<file path="src/rtl/adsr_envelope.sv">
// ADSR amplitude envelope (0..256) for one voice, stepped by an internal tick.
// Define ENV_EXP_RELEASE_EN for an exponential release tail (step = max(env>>3, 1)).
module adsr_envelope #(
    parameter int TICK_DIV      = 12000,
    parameter int ATTACK_STEP   = 8,
    parameter int DECAY_STEP    = 2,
    parameter int SUSTAIN_LEVEL = 160,
    parameter int RELEASE_STEP  = 1
) (
    input  logic       clk,
    input  logic       rst,
    input  logic       key_on,
    output logic [8:0] env,
    output logic [2:0] state,
    output logic       busy
);

    typedef enum logic [2:0] {
        ST_IDLE    = 3'd0,
        ST_ATTACK  = 3'd1,
        ST_DECAY   = 3'd2,
        ST_SUSTAIN = 3'd3,
        ST_RELEASE = 3'd4
    } state_t;

    localparam int              CNT_W     = $clog2(TICK_DIV);
    localparam logic [CNT_W-1:0] CNT_LAST = CNT_W'(TICK_DIV - 1);
    localparam logic [9:0]      ATK_STEP  = 10'(ATTACK_STEP);
    localparam logic [8:0]      DEC_STEP  = 9'(DECAY_STEP);
    localparam logic [8:0]      SUS_LVL   = 9'(SUSTAIN_LEVEL);
    // Above this level a full decay step still lands at or above sustain.
    localparam logic [10:0]     DEC_FLOOR = 11'(SUSTAIN_LEVEL + DECAY_STEP);

    logic [CNT_W-1:0] cnt_reg;
    logic             key_q_reg;
    state_t           state_reg, state_next;
    logic [8:0]       env_reg, env_next;
    logic             busy_reg;

    logic             tick;
    logic             rise;
    logic             fall;
    logic [9:0]       atk_sum;
    logic [8:0]       rel_dec;

    assign tick = (cnt_reg == CNT_LAST);
    assign rise = key_on & ~key_q_reg;
    assign fall = ~key_on & key_q_reg;

    always_comb begin
        atk_sum = {1'b0, env_reg} + ATK_STEP;
`ifdef ENV_EXP_RELEASE_EN
        rel_dec = (env_reg[8:3] == 6'd0) ? 9'd1 : {3'b000, env_reg[8:3]};
`else
        rel_dec = 9'(RELEASE_STEP);
`endif
    end

    always_comb begin
        state_next = state_reg;
        env_next   = env_reg;
        // Key events win over the tick; env is left untouched on that cycle.
        if (rise && (state_reg == ST_IDLE || state_reg == ST_RELEASE)) begin
            state_next = ST_ATTACK;
        end else if (fall && (state_reg == ST_ATTACK || state_reg == ST_DECAY ||
                              state_reg == ST_SUSTAIN)) begin
            state_next = ST_RELEASE;
        end else if (tick && !rise && !fall) begin
            case (state_reg)
                ST_IDLE: begin
                    env_next = 9'd0;
                end
                ST_ATTACK: begin
                    if (atk_sum >= 10'd256) begin
                        env_next   = 9'd256;
                        state_next = ST_DECAY;
                    end else begin
                        env_next = atk_sum[8:0];
                    end
                end
                ST_DECAY: begin
                    if ({2'b00, env_reg} > DEC_FLOOR) begin
                        env_next = env_reg - DEC_STEP;
                    end else begin
                        env_next   = SUS_LVL;
                        state_next = ST_SUSTAIN;
                    end
                end
                ST_SUSTAIN: begin
                    env_next = env_reg;
                end
                ST_RELEASE: begin
                    if (env_reg > rel_dec) begin
                        env_next = env_reg - rel_dec;
                    end else begin
                        env_next   = 9'd0;
                        state_next = ST_IDLE;
                    end
                end
                default: begin
                    env_next   = 9'd0;
                    state_next = ST_IDLE;
                end
            endcase
        end
    end

    always_ff @(posedge clk) begin
        if (rst) begin
            cnt_reg   <= '0;
            key_q_reg <= 1'b0;
            state_reg <= ST_IDLE;
            env_reg   <= 9'd0;
            busy_reg  <= 1'b0;
        end else begin
            cnt_reg   <= tick ? '0 : cnt_reg + CNT_W'(1);
            key_q_reg <= key_on;
            state_reg <= state_next;
            env_reg   <= env_next;
            busy_reg  <= (state_next != ST_IDLE);
        end
    end

    assign env   = env_reg;
    assign state = state_reg;
    assign busy  = busy_reg;

endmodule

</file>
<file path="config.mk">
export PLATFORM = sky130hd
export DESIGN_NAME = adsr_envelope
export DESIGN_NICKNAME = d
export VERILOG_FILES = /design/src/rtl/adsr_envelope.sv
export SDC_FILE = /design/constraint.sdc
export NUM_CORES = 1
export LEC_CHECK = 0
export BUFFER_PORTS_ARGS = -buffer_cell sky130_fd_sc_hd__buf_2
export CAP_MARGIN = 20
export CORE_MARGIN = 2
export CORE_UTILIZATION = 55
export CTS_CLUSTER_SIZE = 12
export DETAILED_ROUTE_END_ITERATION = 7
export GPL_TIMING_DRIVEN = 0
export PLACE_DENSITY = 0.72
export SYNTH_ARGS = -nofsm -noshare
export SYNTH_HDL_FRONTEND = slang
export SYNTH_SLANG_ARGS = --single-unit
</file>
<file path="constraint.sdc">
create_clock -name clk -period 2.66 [get_ports clk]
set_clock_uncertainty 0.05 [all_clocks]
set_input_delay 0.399 -clock clk [delete_from_list [all_inputs] [get_ports clk]]
set_output_delay 0.399 -clock clk [all_outputs]
set_load 0.03 [all_outputs]
</file>
### Word-level counts from Yosys, hierarchy flattened

Cells that the tools add are included.

| storage, ports and cells | value |
|---|---|
| logic and storage cells | 49 |
| output and inout port bits | 13 |
| register bits after elaboration | 28 |
| bits of input ports | 3 |

| cells by class | value |
|---|---|
| bitwise gates (word level) | 7 |
| $lt $le $gt $ge | 3 |
| reduce and logical (&&, ||, !) cells | 14 |
| add/subtract/negate cells | 4 |
| equality and inequality tests | 5 |
| multiplexer cells | 11 |

Operators by type and width:

| kind | count |
|---|---|
| $pmux W9 S4 | 1 |
| $mux W9 | 3 |
| $mux W3 | 6 |
| $add A14 B1 Y14 const B | 1 |
| $eq A14 B14 Y1 const B | 1 |
| $pmux W3 S4 | 1 |
| $add A9 B4 Y10 const B | 1 |
| $ge A10 B9 Y1 const B | 1 |
| $gt A9 B1 Y1 const B | 1 |
| $gt A9 B8 Y1 const B | 1 |
| $sub A9 B1 Y9 const B | 1 |
| $sub A9 B2 Y9 const B | 1 |
| $eq A3 B2 Y1 const B | 2 |
| $not A1 Y1 | 5 |
| $logic_and A1 B1 Y1 | 4 |
| $reduce_and A4 Y1 | 1 |
| $reduce_or A2 Y1 | 2 |
| $eq A3 B1 Y1 const B | 1 |
| $eq A3 B3 Y1 const B | 1 |
| $logic_not A3 Y1 | 1 |
| $logic_or A1 B1 Y1 | 3 |
| $reduce_bool A3 Y1 | 1 |
| $and A1 B1 Y1 | 2 |
| $logic_not A1 Y1 | 2 |

### Logic depth before layout (Yosys ltp)

Gate-level depths: netlist (run 1).

| logic depth | value |
|---|---|
| depth in word-level cells | 9 |
| depth in mapped cells | 9 |
| depth with buffers taken out | 8 |

### Worst setup path after synthesis (run 1)

OpenSTA, ideal clock, no wires.

| path | value |
|---|---|
| path kind | register to register |
| start point | reg env_reg[1] (netlist: env[1]) |
| end point | reg env_reg[8] (netlist: env[8]) |
| period minus slack after synthesis | 2.495 ns |
| library setup time | 0.128 ns |
| data arrival time | 2.318 ns |
| buffers on the path | 1 |
| setup slack | 0.165 ns |
| stages on the path, launching flop included | 10 |
| data required time | 2.482 ns |
| cells stage by stage | dfxtp_1 > inv_1 > ha_1 > a21bo_2 > a21boi_0 > a211o_1 > buf_2 > nor2_1 > a221oi_1 > o21ai_1 |

| on the way | value |
|---|---|
| word-level cells in the longest chain between the ends | 4 |
| elaborated cells between the ends (all ways) | 10 |
| classes of those cells | add/sub: 3; order compare: 3; mux: 4 |

RTL lines:

| element | line | source |
|---|---|---|
| start: declaration | 37 | `logic [8:0] env_reg, env_next;` |
| start signal: assignment | 119 | `env_reg <= env_next;` |
| $add A9 B4 Y10 | 51 | `atk_sum = {1'b0, env_reg} + ATK_STEP;` |
| $ge A10 B9 Y1 | 74 | `if (atk_sum >= 10'd256) begin` |
| $mux W9 | 74 |  |
| $pmux W9 S4 * | 69 | `case (state_reg)` |

Every way passes the cells marked *; elsewhere a longest branch is shown, timed or not.
A chain may end at the register's enable or synchronous reset.

### Final worst setup path (run 1)

| path | value |
|---|---|
| start point | reg cnt_reg[8] |
| end point | reg env_reg[0] (netlist: env[0]) |

| on the way | value |
|---|---|
| word-level cells in the longest chain between the ends | 4 |

RTL lines:

| element | line | source |
|---|---|---|
| start: declaration | 34 | `logic [CNT_W-1:0] cnt_reg;` |
| start signal: assignment | 116 | `cnt_reg <= tick ? '0 : cnt_reg + CNT_W'(1);` |
| $eq A14 B14 Y1 | 46 | `assign tick = (cnt_reg == CNT_LAST);` |
| $logic_and A1 B1 Y1 (2 in a row) | 68 | `end else if (tick && !rise && !fall) begin` |
| $reduce_and A4 Y1 (no source line) | - |  |

Every way passes these cells.

==> results of run 1 <==
[worst max-delay path, delay by kind of cell, from the launching register on]
| family | cells | cell delay, ns |
|---|---|---|
| AO/OA/AOI/OAI | 1 | 0.15 |
| flip-flops | 1 | 0.39 |
| AND/OR/NAND/NOR | 5 | 1.78 |
[synth_stat cells, types with 2 or more instances]
cell       number  share of area, %
a211oi_1        4               1.6
a21boi_0        3               1.2
a21oi_1        12               3.2
a221oi_1        2              0.92
a31oi_1         4               1.3
and2_1          2              0.66
and3_1          4               1.3
clkbuf_1       11               2.2
dfxtp_1        28                30
ha_1            9               5.9
inv_1          10               2.0
nand2_1        15               3.0
nand2b_1        2              0.66
nand3_1        11               2.9
nand3b_1        3               1.2
nand4bb_1       2               1.2
nor2_1         32               6.3
nor2b_1         2              0.66
nor3_1          7               1.8
nor3b_1         2              0.79
nor4_1          4               1.3
nor4b_1         4               1.8
o21a_1          2              0.79
o21ai_0        10               2.6
o21ai_1         3              0.79
o21bai_1        3               1.2
o22ai_1         2              0.66
o32ai_1         2              0.92
or3b_1          2              0.92
or4b_1          2               1.1
xnor2_1         8               3.7
xor2_1          8               3.7
[metrics by stage]
stage	instances	hold WS (ns)	total power, mW	setup slack, ns	cell area, µm²
after floorplan	241	0.368	0.485	0.165	1890
after global placement	302	0.383	0.500	-0.0205	2030
after detailed placement	302	0.393	0.501	-0.0213	2030
after CTS	306	0.245	0.781	0.0596	2090
after global routing	306	0.255	0.804	0.0895	2100
final	306	0.258	0.774	0.219	2100
[logic make-up (layout without fill, tap and decap cells)]
group                      count (synthesis)  in the layout  synth area share, %
muxes                                      1              1                0.528
DFF                                       28             28                 29.6
AOI/OAI and AO/OA                         58             58                 20.3
buffers and inverters                     22             41                 4.43
and+or+nand+nor                          107            107                 31.8
adders and majority gates                  9              9                 5.94
xor gates and xnor gates                  16             16                 7.40
[power groups by stage]
stage | Combinational (mW) | Clock, mW | Sequential [mW]
finish | 0.0598 | 0.282 | 0.432
global route | 0.0664 | 0.304 | 0.433
CTS | 0.0600 | 0.288 | 0.432
detailed placement | 0.0595 | 0 | 0.441
global placement | 0.0594 | 0 | 0.441
floorplan | 0.0382 | 0 | 0.447
[layout make-up]
cell class	count	share of cell area (%)
Timing Repair Buffer	15	3.57
Inverter	10	1.79
Tap cell	46	2.74
Buffer	12	2.26
Sequential cell	28	26.7
Multi-Input combinational cell	191	60.5
Clock buffer	3	1.07
Clock inverter	1	1.43
[worst min path at each step]
stage / slack, ns / endpoint
global placement: 0.38 / cnt_reg[0]
floorplan: 0.37 / cnt_reg[0]
detailed placement: 0.39 / cnt_reg[0]
CTS: 0.24 / state[1]
finish: 0.26 / state[1]
global route: 0.26 / state[1]
[repair_timing]
item	4_1_cts	5_1_grt
resized for setup	2	6
hold buffers	0	0
endpoints found under the setup margin	1	7
buffers inserted	0	0
[layer usage]
layer / vias up / share of wire [%]
met2: 31 / 48
met3: 4 / 3.7
met5: - / 0
li1: 914 / -
met1: 785 / 48
met4: 0 / 1.0
==> out/qor.txt, run 1 <==
Vias in the first global route: 1,607
Crit. End Element: register
Initial antenna violation count: 0
Filler cell count: 312
Share of cells above drive strength 1: 12.7%
Die Area: 3930 µm²
Leading cell types in the layout, fill and taps excluded: 32 x nor2_1, 28 x dfxtp_1, 16 x buf_2, 15 x nand2_1, 12 x a21oi_1
CP required: 2.88 ns
Switch share: 22.3%
H-tree depth: 1
Sequential share of power: 55.8%
Register area: 561 µm²
Synthesized area: 1890 µm²
GR Util met1: 29.5%
Largest net degree at the start of global routing: 17
Mapped Cells: 241
Clock Latency Late Sink: 0.33 ns
Finish-stage setup viols: 0
Final worst path period share: 91.8%
Crit path max fanout: 6
Placer Congestion: 0.916
Worst Hold Class: input pin to register
Pins Over Slew Limit: 0
Ports: 16
Global route overflow: 0
Final hold violations: 0
Starting density of the core: 57.2%
All-layer global routing usage: 22.4%
Ys flop type: dfxtp_1
Worst-Margin Slew: 0.645 ns
Comb power frac: 7.7%
Synthesized flop and latch total: 28
FFs w/ async S/R, synth: 0%
Power Internal: 0.601 mW
Row count: 21
Kind of critical path: register to register
CTS root buffer: clkbuf_4
M2 GR Usage: 38.3%
Cell leakage power: 0.786 nW
CTS tree: done
Finished Core Util: 63.5%
CP Launch Type: register
Total routed wirelength: 4.11 mm
Hold depth: 2
EDFF count, synth: 0
Met3 usage: 2.88%
Clk pin slew, worst setup/hold paths: 0.16 ns
Hpwl dp: 3.13 mm
Worst vdd ir: 0.000252 V
Worst-path cell chain: or4b_1 -> or3_4 -> nor3b_4 -> nand2_2 -> or4_1 -> a21oi_1
Die Y: 62.7 µm
Clock sink count: 28
HP Start: rst
Die width: 62.7 µm
Max Root-Sink Buffers: 2
Post-route DRC violation count: 0
Critical R2R Launch: cnt_reg[8]
DRT Pass-1 Iters: 4
Path depth of the worst reg2reg path: 6
Wire per inst: 13.4 µm
Most common cell after layout, fill and taps aside: nor2_1
Syn_nets: 253
DR iter-0 viols: 105
Gr busiest metal: met2
Critical-path top delay cell: or4b_1
Vias/cell: 5.67
Psw: 0.173 mW
Core Box Area: 3310 µm²
Unique masters post-synth: 58
Diode count: 0
Setup_tns: 0 ns
P&R area growth vs syn: 11.0%
Delay of the slowest critical-path stage: 0.52 ns
Unrepaired setup endpoints after global routing: no
Worst reg2reg path endpoint: env[0]
Relative slew slack: 56.4%
Total of warnings raised by yosys: 0
DR vias: 1,734
Critical Path Source: cnt_reg[8]
Max reg flops: 14
CP arrival: 2.66 ns
Critical path destination: env[0]
Cell Pwr Density: 368 nW/µm²
Area of the multi-input gates: 1270 µm²
Nets: 273
Clk pwr share: 36.4%
Max-capacitance violation count: 0
Crit path time final: 2.44 ns
First-pass GRT wire length: 7.26 mm
Mean Syn Cell Area: 7.86 µm²
R2r setup slk: 0.22 ns
Status: complete, no violations
Num CTS Buffers: 3
Sequential area share after synthesis: 29.6%
Routed Antenna Nets: 0
Max frequency: 410 MHz
I/O Buffers: 15
Power figures use the tool's default switching activity.
==> run 2, diff against run 1 <==
--- a/config.mk
+++ b/config.mk
@@ -5,8 +5,8 @@
 export SDC_FILE = /design/constraint.sdc
 export NUM_CORES = 1
 export LEC_CHECK = 0
+export ABC_AREA = 1
 export BUFFER_PORTS_ARGS = -buffer_cell sky130_fd_sc_hd__buf_2
-export CAP_MARGIN = 20
 export CORE_MARGIN = 2
 export CORE_UTILIZATION = 55
 export CTS_CLUSTER_SIZE = 12
==> out/qor.txt, run 2 <==
Mean Syn Cell Area: 6.74 µm² (-14%)
Hpwl dp: 3.84 mm (+22%)
Leading cell types in the layout, fill and taps excluded: 69 x nand2_1, 39 x inv_1, 39 x nor2_1, 33 x nand3_1, 28 x dfxtp_1
Nets: 358 (+31%)
CP arrival: 2.12 ns (-0.54 ns)
Yosys top cell by area: dfxtp_1
Hold buffer count at cts: 0 (unchanged)
Total of warnings raised by yosys: 0 (unchanged)
Post-route cell area: 2410 µm² (+15%)
Synthesized flop and latch total: 28 (unchanged)
Crit path max fanout: 6 (unchanged)
Fin cells: 395 (+29%)
CP required: 2.79 ns (-0.09 ns)
Vias/cell: 5.11 (-9.8%)
Final hold violations: 0 (unchanged)
Clk pin slew, worst setup/hold paths: 0.10 ns (-0.06 ns)
Die Area: 4530 µm² (+15%)
Die width: 67.3 µm (+7.4%)
Share of cells above drive strength 1: 20.9% (+8.2 points)
Relative slew slack: 60.4% (+4.0 points)
Num CTS Buffers: 3 (unchanged)
Unrepaired setup endpoints after global routing: no
Area of the multi-input gates: 1410 µm² (+11%)
Worst hold slack: 0.299 ns (+0.0413 ns)
Core Box Area: 3910 µm² (+18%)
Routed Antenna Nets: 0 (unchanged)
DR iter-0 viols: 133 (+27%)
Register area: 561 µm² (unchanged)
Post-route DRC violation count: 0 (unchanged)
Die Y: 67.3 µm (+7.4%)
Diode count: 0 (unchanged)
Max Root-Sink Buffers: 2 (unchanged)
Largest net degree at the start of global routing: 17 (unchanged)
Worst vdd ir: 0.000255 V (+1.3%)
CTS root buffer: clkbuf_8
Placed Area: 2340 µm² (+15%)
Most common cell after layout, fill and taps aside: nand2_1
Worst-Margin Slew: 0.595 ns (-0.0504 ns)
Vias in the first global route: 1,816 (+13%)
Setup_tns: 0 ns (unchanged)
Unique masters post-synth: 36 (-38%)
Finish-stage setup viols: 0 (unchanged)
Row count: 23 (+9.5%)
Sequential area share after synthesis: 25.4% (-4.2 points)
Post-CTS sizing: 0 (-2)
Kind of critical path: register to register
Crit path time final: 1.99 ns (-0.453 ns)
Clock Latency Late Sink: 0.27 ns (-0.06 ns)
CP Buf/Inv Count: 3 (+3)
Worst-path cell chain: buf_6 -> inv_1 -> ha_1 -> nand2_1 -> nand3_1 -> nand2_1 -> nand2_2 -> nand2_2 -> nand3_1 -> nand2_1 -> nand2_1 -> inv_1 -> nand2_1
CTS tree: done
Finished Core Util: 61.5% (-2.0 points)
DRT Pass-1 Iters: 4 (unchanged)
Status: complete, no violations
Ys flop type: dfxtp_1
I/O Buffers: 14 (-1)
Largest cells by area after synthesis: dfxtp_1 25%, nand2_1 12%, nand3_1 7.5%
First-pass GRT wire length: 8.31 mm (+15%)
CP Launch Type: register
Total routed wirelength: 4.90 mm (+19%)
Ports: 16 (unchanged)
DR vias: 2,018 (+16%)
H-tree depth: 1 (unchanged)
Delay of the slowest critical-path stage: 0.41 ns (-0.11 ns)
Post-CTS setup buffer count: 0 (unchanged)
All-layer global routing usage: 23.7% (+1.3 points)
Final worst path period share: 74.7% (-17 points)
CP top delay family: simple AND/OR/NAND/NOR gates
FFs w/ async S/R, synth: 0% (unchanged)
Pins Over Slew Limit: 0 (unchanged)
Cell leakage power: 1.11 nW (+41%)
DP Cell Count: 391 (+29%)
Most frequent CP cell: nand2_1
EDFF count, synth: 0 (unchanged)
Mapped Cells: 327 (+36%)
Starting density of the core: 56.3% (-0.89 points)
Clock sink count: 28 (unchanged)
Crit. End Element: register
Max reg flops: 14 (unchanged)
Max frequency: 503 MHz (+23%)
Critical-path top delay cell: dfxtp_1
Yosys top cell area share: 25.4% (-4.2 points)
Syn_nets: 339 (+34%)
Synthesized area: 2200 µm² (+16%)
Cell Pwr Density: 346 nW/µm² (-6.1%)
Worst Hold Class: input pin to register
Wire per inst: 12.4 µm (-7.5%)
Most common cell in the synthesized netlist: nand2_1
Initial antenna violation count: 0 (unchanged)
P&R area growth vs syn: 9.25%
Placer Congestion: 0.866 (-5.5%)
Filler cell count: 382 (+22%)
Global route overflow: 0 (unchanged)
Max-capacitance violation count: 0 (unchanged)
Top cell types by occurrence after synthesis: 69 x nand2_1, 39 x inv_1, 39 x nor2_1
[run 2: layer usage]
layer  share of wire, %  global-route usage [%]  up-vias
li1                   -                       -     1086
met1                 51                    35.4      898
met2                 45                    37.5       32
met3                2.8                    2.50        2
met4               0.59                    3.57        0
met5                  0                       0        -
[run 2: metrics by stage]
stage               power (mW)  worst slack (ns)
floorplan                0.490             0.742
global placement         0.503             0.739
detailed placement       0.505             0.699
CTS                      0.845             0.682
global route             0.862             0.509
finish                   0.833             0.672
[run 2: worst paths after layout]
path              startpoint         end  slack (ns)  cells after the start
hold reg to reg   cnt_reg[0]  cnt_reg[0]        0.41                      1
hold / removal        key_on   key_q_reg        0.30                      3
setup / recovery      env[3]        busy        0.67                     13
setup reg to reg      env[3]        busy        0.67                     13
[run 2: cells by family after synthesis]
| group | share of synthesized area [%] |
|---|---|
| AND/OR/NAND/NOR | 46.8 |
| flip-flops | 25.4 |
| XOR/XNOR | 4.37 |
| AO/OA/AOI/OAI | 7.55 |
| buffers and inverters | 10.8 |
| adder cells (fa/ha/maj) | 5.11 |
[run 2: worst reg2reg max path: cells and delay by family (launching register included)]
kind	cells	cell delay (ns)
adder cells (fa/ha/maj)	1	0.24
flip-flops	1	0.41
buffers and inverters	3	0.30
AND/OR/NAND/NOR	9	0.89
[run 2: power by group]
part           switching, mW  total, mW  leakage [nW]  internal (mW)
clock network          0.137      0.338        0.0357          0.201
logic                 0.0437     0.0616         0.846         0.0179
registers            0.00645      0.433         0.227          0.427
[run 2: area by class of cell]
cell class              instances  share of cell area, %
clock buffers                   3                   1.71
inverters                      51                   8.00
multi-input cells             243                   58.4
well taps                      50                   2.60
clock inverters                 1                   1.25
flip-flops and latches         28                   23.3
repair buffers                 14                   2.91
plain buffers                   5                   1.87
==> run 3, diff against run 2 <==
--- a/config.mk
+++ b/config.mk
@@ -12,7 +12,7 @@
 export CTS_CLUSTER_SIZE = 12
 export DETAILED_ROUTE_END_ITERATION = 7
 export GPL_TIMING_DRIVEN = 0
-export PLACE_DENSITY = 0.72
+export PLACE_DENSITY = 0.75
 export SYNTH_ARGS = -nofsm -noshare
 export SYNTH_HDL_FRONTEND = slang
 export SYNTH_SLANG_ARGS = --single-unit
==> constraint.sdc (replaced) <==
create_clock -name clk -period 1.8 [get_ports clk]
set_clock_uncertainty 0.05 [all_clocks]
set_input_delay 0.27 -clock clk [delete_from_list [all_inputs] [get_ports clk]]
set_output_delay 0.27 -clock clk [all_outputs]
set_load 0.03 [all_outputs]
==> out/qor.txt, run 3 (synthesized netlist as in run 2, its figures left out) <==
Num CTS Buffers: 3 (unchanged)
DR vias: 2,082 (+3.2%)
Worst-Margin Slew: 0.644 ns (+0.0496 ns)
Relative slew slack: 57.0% (-3.3 points)
Vias/cell: 5.26 (+2.9%)
Fin cells: 396 (+0.25%)
Status: complete, no violations
CP Launch Type: register
Global route overflow: 0 (unchanged)
Worst Hold Class: input pin to register
Kind of critical path: register to register
Vias in the first global route: 1,786 (-1.7%)
Largest net degree at the start of global routing: 17 (unchanged)
GR Util met1: 32.1% (-3.3 points)
Gr busiest metal: met2
First-pass GRT wire length: 8.05 mm (-3.2%)
Final hold violations: 0 (unchanged)
Pins Over Slew Limit: 0 (unchanged)
Max frequency: 585 MHz (+16%)
Met3 usage: 2.67% (+0.17 points)
Clock sink count: 28 (unchanged)
Most common cell after layout, fill and taps aside: nand2_1
Core Box Area: 3910 µm² (unchanged)
Worst hold slack: 0.158 ns (-0.141 ns)
Nets: 359 (+0.28%)
P&R area growth vs syn: 13.4%
Finish-stage setup viols: 0 (unchanged)
Post-route DRC violation count: 0 (unchanged)
DRT Pass-1 Iters: 4 (unchanged)
Routed Antenna Nets: 0 (unchanged)
CTS tree: done
Clk pin slew, worst setup/hold paths: 0.10 ns (about the same)
Crit. End Element: register
Starting density of the core: 56.3% (unchanged)
I/O Buffers: 14 (unchanged)
Row count: 23 (unchanged)
Critical R2R Launch: env[3]
Cell leakage power: 1.14 nW (+3.0%)
Worst reg2reg path endpoint: env[7]
Critical Path Source: env[3]
DR iter-0 viols: 100 (-25%)
CP arrival: 1.85 ns (-0.27 ns)
Final worst path period share: 95.0% (+20 points)
CP required: 1.94 ns (-0.85 ns)
Setup_tns: 0 ns (unchanged)
Unrepaired setup endpoints after global routing: no
Die width: 67.3 µm (unchanged)
Total routed wirelength: 4.98 mm (+1.7%)
Die Y: 67.3 µm (unchanged)
Max Root-Sink Buffers: 2 (unchanged)
Cell Pwr Density: 496 nW/µm² (+44%)
Clock Latency Late Sink: 0.28 ns (about the same)
Diode count: 0 (unchanged)
Hold buffer count at cts: 0 (unchanged)
Max-capacitance violation count: 0 (unchanged)
Share of cells above drive strength 1: 26.3% (+5.4 points)
R2r setup slk: 0.09 ns (-0.58 ns)
Placer Congestion: 0.918 (+6.1%)
Initial antenna violation count: 0 (unchanged)
Wire per inst: 12.6 µm (+1.4%)
CTS root buffer: clkbuf_8
Worst vdd ir: 0.000432 V (+69%)
Path depth of the worst reg2reg path: 11 (-2)
Max reg flops: 14 (unchanged)
Leading cell types in the layout, fill and taps excluded: 67 x nand2_1, 36 x inv_1, 36 x nor2_1, 32 x nand3_1, 23 x dfxtp_1
Critical path destination: env[7]
Ports: 16 (unchanged)
H-tree depth: 1 (unchanged)
All-layer global routing usage: 23.3% (-0.47 points)
Die Area: 4530 µm² (unchanged)
Crit path max fanout: 5 (-1)
Crit path time final: 1.71 ns (-0.277 ns)
DP Cell Count: 391 (unchanged)
M2 GR Usage: 36.9% (-0.62 points)
Hpwl dp: 3.72 mm (-3.1%)
## run 3: cell types whose count changed in the layout (fill, tap and decap cells not counted), sizes merged
| cell | previous run | this run |
|---|---|---|
| buf | 18 | 19 |
## run 3: per-layer routing
metal | vias to the layer above | wire length [µm]
met3 | 11 | 127
met1 | 943 | 2530
li1 | 1092 | -
met4 | 0 | 127
met5 | - | 0
met2 | 36 | 2200
## run 3: layout make-up
class                   count  area, µm²
plain buffers               5       45.0
clock buffers               3       41.3
clock inverters             1       30.0
fillers                   372       1410
inverters                  51        195
multi-input cells         243       1480
flip-flops and latches     28        572
well taps                  50       62.6
repair buffers             15       77.6
## run 3: worst min-delay path by stage
stage | startpoint | slack, ns | cells after the start | endpoint
2_1_floorplan | key_on | 0.34 | 2 | key_q_reg
3_3_place_gp | cnt_reg[0] | 0.38 | 1 | cnt_reg[0]
3_5_place_dp | cnt_reg[0] | 0.40 | 1 | cnt_reg[0]
4_1_cts | key_on | 0.16 | 3 | key_q_reg
5_1_grt | key_on | 0.18 | 3 | key_q_reg
6_report | key_on | 0.16 | 3 | key_q_reg
## run 3: per-stage QoR
step	total power, mW	area, µm²	utilization, %	setup WS [ns]
2_1_floorplan	0.724	2210	-	0.00703
3_3_place_gp	0.744	2340	59.8	-0.0738
3_5_place_dp	0.745	2340	59.8	-0.0992
4_1_cts	1.26	2430	62.2	0.0396
5_1_grt	1.29	2500	63.9	0.00636
6_report	1.24	2500	63.9	0.0892
## run 3: where the power goes
group,switching [mW],leakage [nW],total (mW),internal (mW)
registers,0.0105,0.230,0.638,0.628
logic,0.0651,0.876,0.0924,0.0273
clock network,0.211,0.0357,0.510,0.299
total,0.287,1.14,1.24,0.954
## run 3: worst max-delay path, stage by stage, from the launching register on
cell,delay (ns)
dfxtp_2,0.35
buf_6,0.12
inv_2,0.09
ha_2,0.23
inv_1,0.05
nor2_1,0.17
nand2_1,0.10
xor2_1,0.16
o21ai_1,0.12
nand2_1,0.06
nor2_1,0.09
nor2_1,0.05
## run 3: repair_timing
action | CTS | global route
pin swaps | 0 | 3
setup endpoints to repair | 11 | 21
resized for setup | 5 | 18
hold endpoints to repair | 0 | 0
setup buffers | 1 | 0
